File: src/rtl/ws2812_rx_decoder.sv
// WS2812 serial receiver: decodes high-pulse widths into 24-bit pixels and frame summaries.
// Pin to edge detection is 3 cycles; no backpressure, so strobes must be consumed when they fire.
module ws2812_rx_decoder #(
  parameter int NUM_LEDS   = 16,
  parameter int T_HIGH_MIN = 20,
  parameter int T_THRESH   = 75,
  parameter int T_HIGH_MAX = 140,
  parameter int T_RESET    = 6250
) (
  input  logic                            clk,
  input  logic                            rst_n,
  input  logic                            ws2812_din,
  output logic [23:0]                     pix_data,
  output logic [$clog2(NUM_LEDS)-1:0]     pix_idx,
  output logic                            pix_valid,
  output logic                            frame_done,
  output logic [$clog2(NUM_LEDS+1)-1:0]   frame_len,
  output logic                            frame_err,
  output logic                            busy
);

  localparam int IW = $clog2(NUM_LEDS);
  localparam int PW = $clog2(NUM_LEDS + 1);
  localparam int HW = $clog2(T_HIGH_MAX + 2);
  localparam int LW = $clog2(T_RESET + 1);

  localparam logic [HW-1:0] H_ONE = HW'(1);
  localparam logic [HW-1:0] H_MIN = HW'(T_HIGH_MIN);
  localparam logic [HW-1:0] H_THR = HW'(T_THRESH);
  localparam logic [HW-1:0] H_SAT = HW'(T_HIGH_MAX + 1);
  localparam logic [LW-1:0] L_ONE = LW'(1);
  localparam logic [LW-1:0] L_RST = LW'(T_RESET);
  localparam logic [PW-1:0] P_MAX = PW'(NUM_LEDS);

  typedef enum logic [1:0] {S_WAIT_RST, S_IDLE, S_HIGH, S_LOW} state_t;

  state_t state_q, state_d;

  logic din_s1_q, din_s2_q, din_s3_q;
  logic rise, fall;

  logic [HW-1:0] hcnt_q, hcnt_d;
  logic [LW-1:0] lcnt_q, lcnt_d;
  logic [4:0]    bitcnt_q, bitcnt_d;
  logic [PW-1:0] pcnt_q, pcnt_d;
  logic [22:0]   sh_q, sh_d;
  logic          ovf_q, ovf_d;

  logic [23:0]   pix_data_q, pix_data_d;
  logic [IW-1:0] pix_idx_q, pix_idx_d;
  logic          pix_valid_q, pix_valid_d;
  logic          frame_done_q, frame_done_d;
  logic [PW-1:0] frame_len_q, frame_len_d;
  logic          frame_err_q, frame_err_d;

  logic bit_ev, err_ev, end_ev, bit_val, pix_done;

  // din_s2_q is the synchronised line; din_s3_q is its one-cycle-old copy for edges
  always_ff @(posedge clk or negedge rst_n) begin
    if (!rst_n) begin
      din_s1_q <= 1'b0;
      din_s2_q <= 1'b0;
      din_s3_q <= 1'b0;
    end else begin
      din_s1_q <= ws2812_din;
      din_s2_q <= din_s1_q;
      din_s3_q <= din_s2_q;
    end
  end

  assign rise     = din_s2_q & ~din_s3_q;
  assign fall     = ~din_s2_q & din_s3_q;
  assign bit_val  = (hcnt_q >= H_THR);
  assign pix_done = bit_ev && (bitcnt_q == 5'd23);

  always_ff @(posedge clk or negedge rst_n) begin
    if (!rst_n) state_q <= S_WAIT_RST;
    else        state_q <= state_d;
  end

  always_comb begin
    state_d = state_q;
    bit_ev  = 1'b0;
    err_ev  = 1'b0;
    end_ev  = 1'b0;
    case (state_q)
      S_WAIT_RST: if (lcnt_q == L_RST && !din_s2_q) state_d = S_IDLE;
      S_IDLE:     if (rise) state_d = S_HIGH;
      S_HIGH: begin
        if (din_s2_q) begin
          if (hcnt_q == H_SAT - H_ONE) begin
            err_ev  = 1'b1;
            state_d = S_WAIT_RST;
          end
        end else if (hcnt_q < H_MIN) begin
          err_ev  = 1'b1;
          state_d = S_WAIT_RST;
        end else begin
          bit_ev  = 1'b1;
          state_d = S_LOW;
        end
      end
      S_LOW: begin
        if (rise) begin
          state_d = S_HIGH;
        end else if (lcnt_q == L_RST - L_ONE) begin
          end_ev  = 1'b1;
          state_d = S_IDLE;
        end
      end
      default: state_d = S_WAIT_RST;
    endcase
  end

  always_comb begin
    hcnt_d       = hcnt_q;
    lcnt_d       = lcnt_q;
    bitcnt_d     = bitcnt_q;
    pcnt_d       = pcnt_q;
    sh_d         = sh_q;
    ovf_d        = ovf_q;
    pix_data_d   = pix_data_q;
    pix_idx_d    = pix_idx_q;
    pix_valid_d  = 1'b0;
    frame_done_d = 1'b0;
    frame_err_d  = 1'b0;
    frame_len_d  = frame_len_q;
    case (state_q)
      S_WAIT_RST: begin
        if (din_s2_q)             lcnt_d = '0;
        else if (lcnt_q != L_RST) lcnt_d = lcnt_q + L_ONE;
      end
      S_IDLE: begin
        if (rise) begin
          hcnt_d   = H_ONE;
          bitcnt_d = '0;
          pcnt_d   = '0;
          ovf_d    = 1'b0;
          sh_d     = '0;
        end
      end
      S_HIGH: begin
        if (din_s2_q) begin
          if (hcnt_q != H_SAT) hcnt_d = hcnt_q + H_ONE;
        end else if (bit_ev) begin
          sh_d     = {sh_q[21:0], bit_val};
          lcnt_d   = L_ONE;
          bitcnt_d = (bitcnt_q == 5'd23) ? 5'd0 : bitcnt_q + 5'd1;
          if (pix_done) begin
            if (pcnt_q < P_MAX) begin
              pix_data_d  = {sh_q, bit_val};
              pix_idx_d   = pcnt_q[IW-1:0];
              pix_valid_d = 1'b1;
              pcnt_d      = pcnt_q + 1'b1;
            end else begin
              ovf_d = 1'b1;
            end
          end
        end
      end
      S_LOW: begin
        if (rise)                 hcnt_d = H_ONE;
        else if (lcnt_q != L_RST) lcnt_d = lcnt_q + L_ONE;
      end
      default: ;
    endcase
    // WAIT_RST must see a full reset period of low starting from the error itself
    if (err_ev) begin
      frame_err_d = 1'b1;
      frame_len_d = pcnt_q;
      lcnt_d      = '0;
    end
    if (end_ev) begin
      frame_len_d = pcnt_q;
      if (bitcnt_q == 5'd0 && !ovf_q) frame_done_d = 1'b1;
      else                            frame_err_d  = 1'b1;
    end
  end

  always_ff @(posedge clk or negedge rst_n) begin
    if (!rst_n) begin
      hcnt_q       <= '0;
      lcnt_q       <= '0;
      bitcnt_q     <= '0;
      pcnt_q       <= '0;
      sh_q         <= '0;
      ovf_q        <= 1'b0;
      pix_data_q   <= '0;
      pix_idx_q    <= '0;
      pix_valid_q  <= 1'b0;
      frame_done_q <= 1'b0;
      frame_len_q  <= '0;
      frame_err_q  <= 1'b0;
    end else begin
      hcnt_q       <= hcnt_d;
      lcnt_q       <= lcnt_d;
      bitcnt_q     <= bitcnt_d;
      pcnt_q       <= pcnt_d;
      sh_q         <= sh_d;
      ovf_q        <= ovf_d;
      pix_data_q   <= pix_data_d;
      pix_idx_q    <= pix_idx_d;
      pix_valid_q  <= pix_valid_d;
      frame_done_q <= frame_done_d;
      frame_len_q  <= frame_len_d;
      frame_err_q  <= frame_err_d;
    end
  end

  assign pix_data   = pix_data_q;
  assign pix_idx    = pix_idx_q;
  assign pix_valid  = pix_valid_q;
  assign frame_done = frame_done_q;
  assign frame_len  = frame_len_q;
  assign frame_err  = frame_err_q;
  assign busy       = (state_q == S_HIGH) || (state_q == S_LOW);

endmodule
File: config.mk
export PLATFORM = sky130hd
export DESIGN_NAME = ws2812_rx_decoder
export DESIGN_NICKNAME = d
export VERILOG_FILES = /design/src/rtl/ws2812_rx_decoder.sv
export SDC_FILE = /design/constraint.sdc
export NUM_CORES = 1
export LEC_CHECK = 0
export BUFFER_PORTS_ARGS = -buffer_cell sky130_fd_sc_hd__buf_4
export CORE_ASPECT_RATIO = 1.5
export CORE_MARGIN = 10
export CORE_UTILIZATION = 59
export CTS_CLUSTER_SIZE = 20
export DETAILED_ROUTE_END_ITERATION = 8
export MAX_ROUTING_LAYER = met4
export PLACE_DENSITY = 0.79
export SLEW_MARGIN = 25
export SYNTH_ARGS = -nofsm -noshare
export SYNTH_HDL_FRONTEND = slang
export SYNTH_SLANG_ARGS = --single-unit
File: constraint.sdc
create_clock -name clk -period 3.1 [get_ports clk]
set_clock_uncertainty 0.05 [all_clocks]
set_input_delay 0.465 -clock clk [delete_from_list [all_inputs] [get_ports clk]]
set_output_delay 0.465 -clock clk [all_outputs]
set_load 0.1 [all_outputs]
Word level (Yosys, flattened, before mapping)
Cells that the tools add are included.
{"block": "totals", "register_bits": 96, "latchBits": 0, "word_cells": 131, "mem_bits_ro": 0, "memories": 0, "out_inout_bits": 37, "ram_bits": 0}
{"block": "op_classes", "n_eq_ne": 24, "n_addsub": 4, "magnitude_cmp": 3, "n_div": 0, "bitwise": 3, "n_reduce_logical": 20, "mux": 61, "multipliers": 0, "shifts": 0}
{"operator": "2-to-1 mux 13 bit", "count": 6}
{"operator": "2-to-1 mux 23 bit", "count": 3}
{"operator": "2-to-1 mux 5 bit", "count": 10}
{"operator": "case mux 23 bit (2 select lines)", "count": 1}
{"operator": "case mux 13 bit (3 select lines)", "count": 1}
{"operator": "equality test 13 bit (second input constant)", "count": 2}
{"operator": "2-to-1 mux 1 bit", "count": 25}
{"operator": "2-to-1 mux 8 bit", "count": 3}
{"operator": "case mux 5 bit (2 select lines)", "count": 2}
{"operator": "!= test 2 bit (second input constant)", "count": 9}
{"operator": "case mux 8 bit (2 select lines)", "count": 1}
{"operator": "AND reduction 4 bit", "count": 4}
{"operator": "!= test 3 bit (second input constant)", "count": 5}
{"operator": "2-to-1 mux 2 bit", "count": 7}
{"operator": "adder 13 x 1 -> 13 bit (second input constant)", "count": 1}
{"operator": "!= test 13 bit (second input constant)", "count": 1}
{"operator": "AND reduction 6 bit", "count": 2}
{"operator": "adder 5 x 1 -> 5 bit (second input constant)", "count": 2}
{"operator": "adder 8 x 1 -> 8 bit (second input constant)", "count": 1}
{"operator": "equality test 8 bit (second input constant)", "count": 1}
{"operator": "greater-or-equal comparator 8 x 7 -> 1 bit (second input constant)", "count": 1}
{"operator": "< comparator 8 x 5 -> 1 bit (second input constant)", "count": 1}
{"operator": "!= test 8 bit (second input constant)", "count": 1}
{"operator": "case mux 2 bit (4 select lines)", "count": 1}
{"operator": "other kinds (17)", "count": 24}

Depth between registers and ports, before layout
{"block": "depth", "ltp_word": 9, "depth_mapped": 7}

Worst setup path after synthesis
OpenSTA, ideal clock, no wires.
{"block": "synth_path", "kind": "reg-to-reg", "from": "register din_s2_q", "to": "register pix_data_q[10] (netlist: pix_data[10])", "required_ns": 2.924, "path_buffers": 2, "setup_time_ns": 0.126, "arrival_ns": 2.024, "setup_slack_ns": 0.900, "synth_period_minus_slack_ns": 2.200, "path_stages_with_launch": 6, "path_cell_list": "dfrtp_1 buf_6 or3b_4 a2111oi_4 buf_6 mux2_4"}
{"block": "synth_between", "elab_chain_cells": 4}
{"item": "start: declaration", "line": "39", "text": "logic din_s1_q, din_s2_q, din_s3_q;"}
{"item": "start signal: assignment", "line": "66", "text": "din_s2_q <= din_s1_q;"}
{"item": "2-to-1 mux 1 bit", "line": "90", "text": "if (din_s2_q) begin"}
{"item": "2-to-1 mux 1 bit", "line": "86", "text": "case (state_q)"}
{"item": "logical AND 1 bit", "line": "74", "text": "assign pix_done = bit_ev && (bitcnt_q == 5'd23);"}
{"item": "AND reduction 5 bit (no line) *"}
{"item": "end signal: assignment", "line": "201", "text": "pix_data_q <= pix_data_d;"}
{"item": "end: declaration", "line": "49", "text": "logic [23:0] pix_data_q, pix_data_d;"}
Every way passes the cells marked *; elsewhere a longest branch is shown, timed or not.
A chain may end at the register's enable or synchronous reset.

Worst setup path after layout
{"block": "layout_path", "from": "register hcnt_q[6]", "to": "register frame_len_q[3] (netlist: frame_len[3])"}
{"block": "layout_between", "elab_chain_cells": 5}
{"item": "start: declaration", "line": "42", "text": "logic [HW-1:0] hcnt_q, hcnt_d;"}
{"item": "start signal: assignment", "line": "195", "text": "hcnt_q <= hcnt_d;"}
{"item": "< comparator 8 x 5 -> 1 bit / equality test 8 bit (equally long branches)", "line": "95, 91"}
{"item": "2-to-1 mux 1 bit (on tied branches)", "line": "95, 91"}
{"item": "2-to-1 mux 1 bit *", "line": "90"}
{"item": "2-to-1 mux 1 bit *", "line": "86"}
{"item": "nonzero test 2 bit (no line) *"}
{"item": "end signal: assignment", "line": "205", "text": "frame_len_q <= frame_len_d;"}
{"item": "end: declaration", "line": "53", "text": "logic [PW-1:0] frame_len_q, frame_len_d;"}
Marked as above.

==> reports/qor.yml <==
outcome: "complete, no violations"
postSynthAreaPerCell_sq_um: 10.9
synth_edf_count: 0
place_ws_ns: 0.805
gp_congestion: 0.841
post-dp-hpwl_mm: 5.99
cts_buffers: 9
r2r_slack_ns: 0.80
tns_ns: 0
regToRegStartpoint: "hcnt_q[6]"
multi_input_area_sq_um: 1850
critPathKind: "flop to flop"
final_hold_viol_count: 0
synthArstFlopShare_pct: 100
fp.coreArea_sq_um: 7230
finalCritPeriodShare_pct: 74.3
clock-root-buffer: "clkbuf_8"
grt_max_degree: 97
cp.required_ns: 3.30
combinationalPowerShare_pct: 2.5
clk_pin_slew_worst_paths_ns: 0.08
rsz0062_at_grt: "false"
p_leak_nw: 2.36
stdcell_area_sq_um: 4950
synth-adder-area-share_pct: 2.57
synth_common_cells: "dfrtp_1, nand2_1, o21ai_0, nor2_1, mux2_4"
dieWidth_um: 90.3
die_y_um: 125
ys_types: 48
via_per_inst: 5.61
track_usage_pct: 16.3
seq_area_sq_um: 2400
nNetsFinal: 452
period_minus_slack_ns: 2.30
grt_overflow: 0
ir_drop_mv: 0.297
drtPass1Iterations: 5
switching_share_pct: 21.4
power_frac_seq_pct: 60.6
end_kind: "flop"
yosysMostFrequentCell: "dfrtp_1"
vias: 3060
synth_simple_gate_area_share_pct: 15.4
fin_ws_ns: 0.795
synth_xor_xnor_area_share_pct: 1.60
setup_viol: 0
clkSinkCount: 96
intPower_mw: 1.64
maxSlewViolCount: 0
hold_slack_ns: 0.0720
portBuffers: 39
grt_pass1_wl_mm: 15.2
max_cap_viol_count: 0
worstPathArrival_ns: 2.50
p_per_area_nw_per_um2: 421
synthMuxAreaShare_pct: 10.4
ys_ff_latch: 96
syn_to_final_growth_pct: 13.2
pin_count: 40
wire_per_inst_um: 16.0
rows: 38
tightestPinTransition_ns: 0.739
cts_hold_buf: 0
yosysWarnings: 0
synth_compound_area_share_pct: 12.0
clock_latency_ns: 0.36
slew_headroom_pct: 50.4
drive_gt1_share_pct: 20.4
timing.fmax_ghz: 0.434
htree_levels: 3
yosysTopAreaCell: "dfrtp_1"
die_area_sq_um: 11300
initial_core_util_pct: 60.5
ant_nets: 0
postSynthCellCount: 403
synth_top_flop_cell: "dfrtp_1"
p_switching_mw: 0.446
fillers: 576
postCtsSetupBuffers: 0
synth_nets: 415
drc_errors: 0
grt_pass1_vias: 3149
yosys-top-cells-area: "dfrtp_1, mux2_4, nand2_1"
synth_top_family_by_area: "simple AND/OR/NAND/NOR gates"
synth.top_cell.area_share_pct: 54.9
critical_path.startpoint: "hcnt_q[6]"
cts_tree: "built"
clockBufferDepth: 2
worstSetupStartpointType: "flop"
syn-cell-area_sq_um: 4380
routed_wl_mm: 8.74
drtIter0Drc: 181
hp-class: "input pin to async pin"
clockPowerShare_pct: 36.9
antenna_found_initial: 0
yosysSeqAreaShare_pct: 54.9
crit_path_max_fanout: 6
place_area_sq_um: 4770
diodes: 0
rr_worst_depth: 5
post_cts_resized: 0
## worst max-delay path, cell delays in order (launching register included)
cell	delay, ns
dfrtp_1	0.43
nor3_1	0.64
nand2_1	0.20
mux2i_1	0.43
a21boi_4	0.14
mux2_2	0.30
## registers in the layout, summed over array words and instances, names as in the netlist, 4 cells and up
name	flops
bitcnt_q	5
pix_idx	4
pcnt_q	5
frame_len	5
pix_data	24
hcnt_q	8
sh_q	23
lcnt_q	13
## final timing paths
kind	end
min reg2reg	din_s2_q
min	lcnt_q[12]
max reg2reg	frame_len[3]
min in group clk	din_s1_q
max in group asynchronous	sh_q[4]
max	frame_len[3]
## placed cells by master, fill, tap and decap left out, types with 2 or more instances in the layout
cell      instances
inv_1             9
o21ai_0          43
mux2i_1           2
clkbuf_8          9
nand4_1           7
nor2b_1           2
a21oi_1          12
buf_12            2
and3_1            5
nor3_1            4
nand2_1          64
nor2_1           24
a21o_1            2
mux2_4           20
nand3_1          13
nor4_1            2
nand4b_1          2
o31ai_1           9
a31oi_1           7
buf_4            43
mux2_2            9
o22ai_1           2
dfrtp_1          96
clkbuf_1          3
xnor2_1           2
xor2_1            6
and2_1            3
mux2_1            3
clkinv_2          3
ha_1              9
nand2b_1          6
or3_1             2
o21ai_1           2
## cell type report
| class | count | share of cell area (%) |
|---|---|---|
| flip-flops and latches | 96 | 48.5 |
| repair buffers | 45 | 7.33 |
| clock buffers | 12 | 2.73 |
| well taps | 100 | 2.53 |
| inverters | 9 | 0.682 |
| clock inverters | 4 | 0.910 |
| multi-input cells | 279 | 37.3 |
## cell families after synthesis
logic type | Yosys count
and+or+nand+nor | 142
DFF | 96
AOI/OAI and AO/OA | 86
muxes | 34
buffers and inverters | 28
adders and majority gates | 9
xor gates and xnor gates | 8
## power by group through the flow
stage	Clock, mW	Combinational (mW)	Sequential (mW)
finish	0.770	0.0514	1.26
global route	0.828	0.0601	1.26
CTS	0.784	0.0531	1.26
detailed placement	0	0.0529	1.29
global placement	0	0.0516	1.29
floorplan	0	0.0204	1.29
## metal layers
layer | share of wire (%) | vias to the layer above | global-route usage (%)
li1 | - | 1486 | -
met1 | 44 | 1512 | 19.2
met2 | 51 | 51 | 27.3
met3 | 3.0 | 11 | 3.47
met4 | 1.6 | 0 | 5.45
met5 | 0 | - | -
## metrics by stage
step,util (%),power (mW),instances
2_1_floorplan,-,1.31,403
3_3_place_gp,66.0,1.34,529
3_5_place_dp,66.0,1.34,529
4_1_cts,68.5,2.10,545
5_1_grt,68.5,2.15,545
6_report,68.5,2.09,545
(Power assumes the default switching activity.)
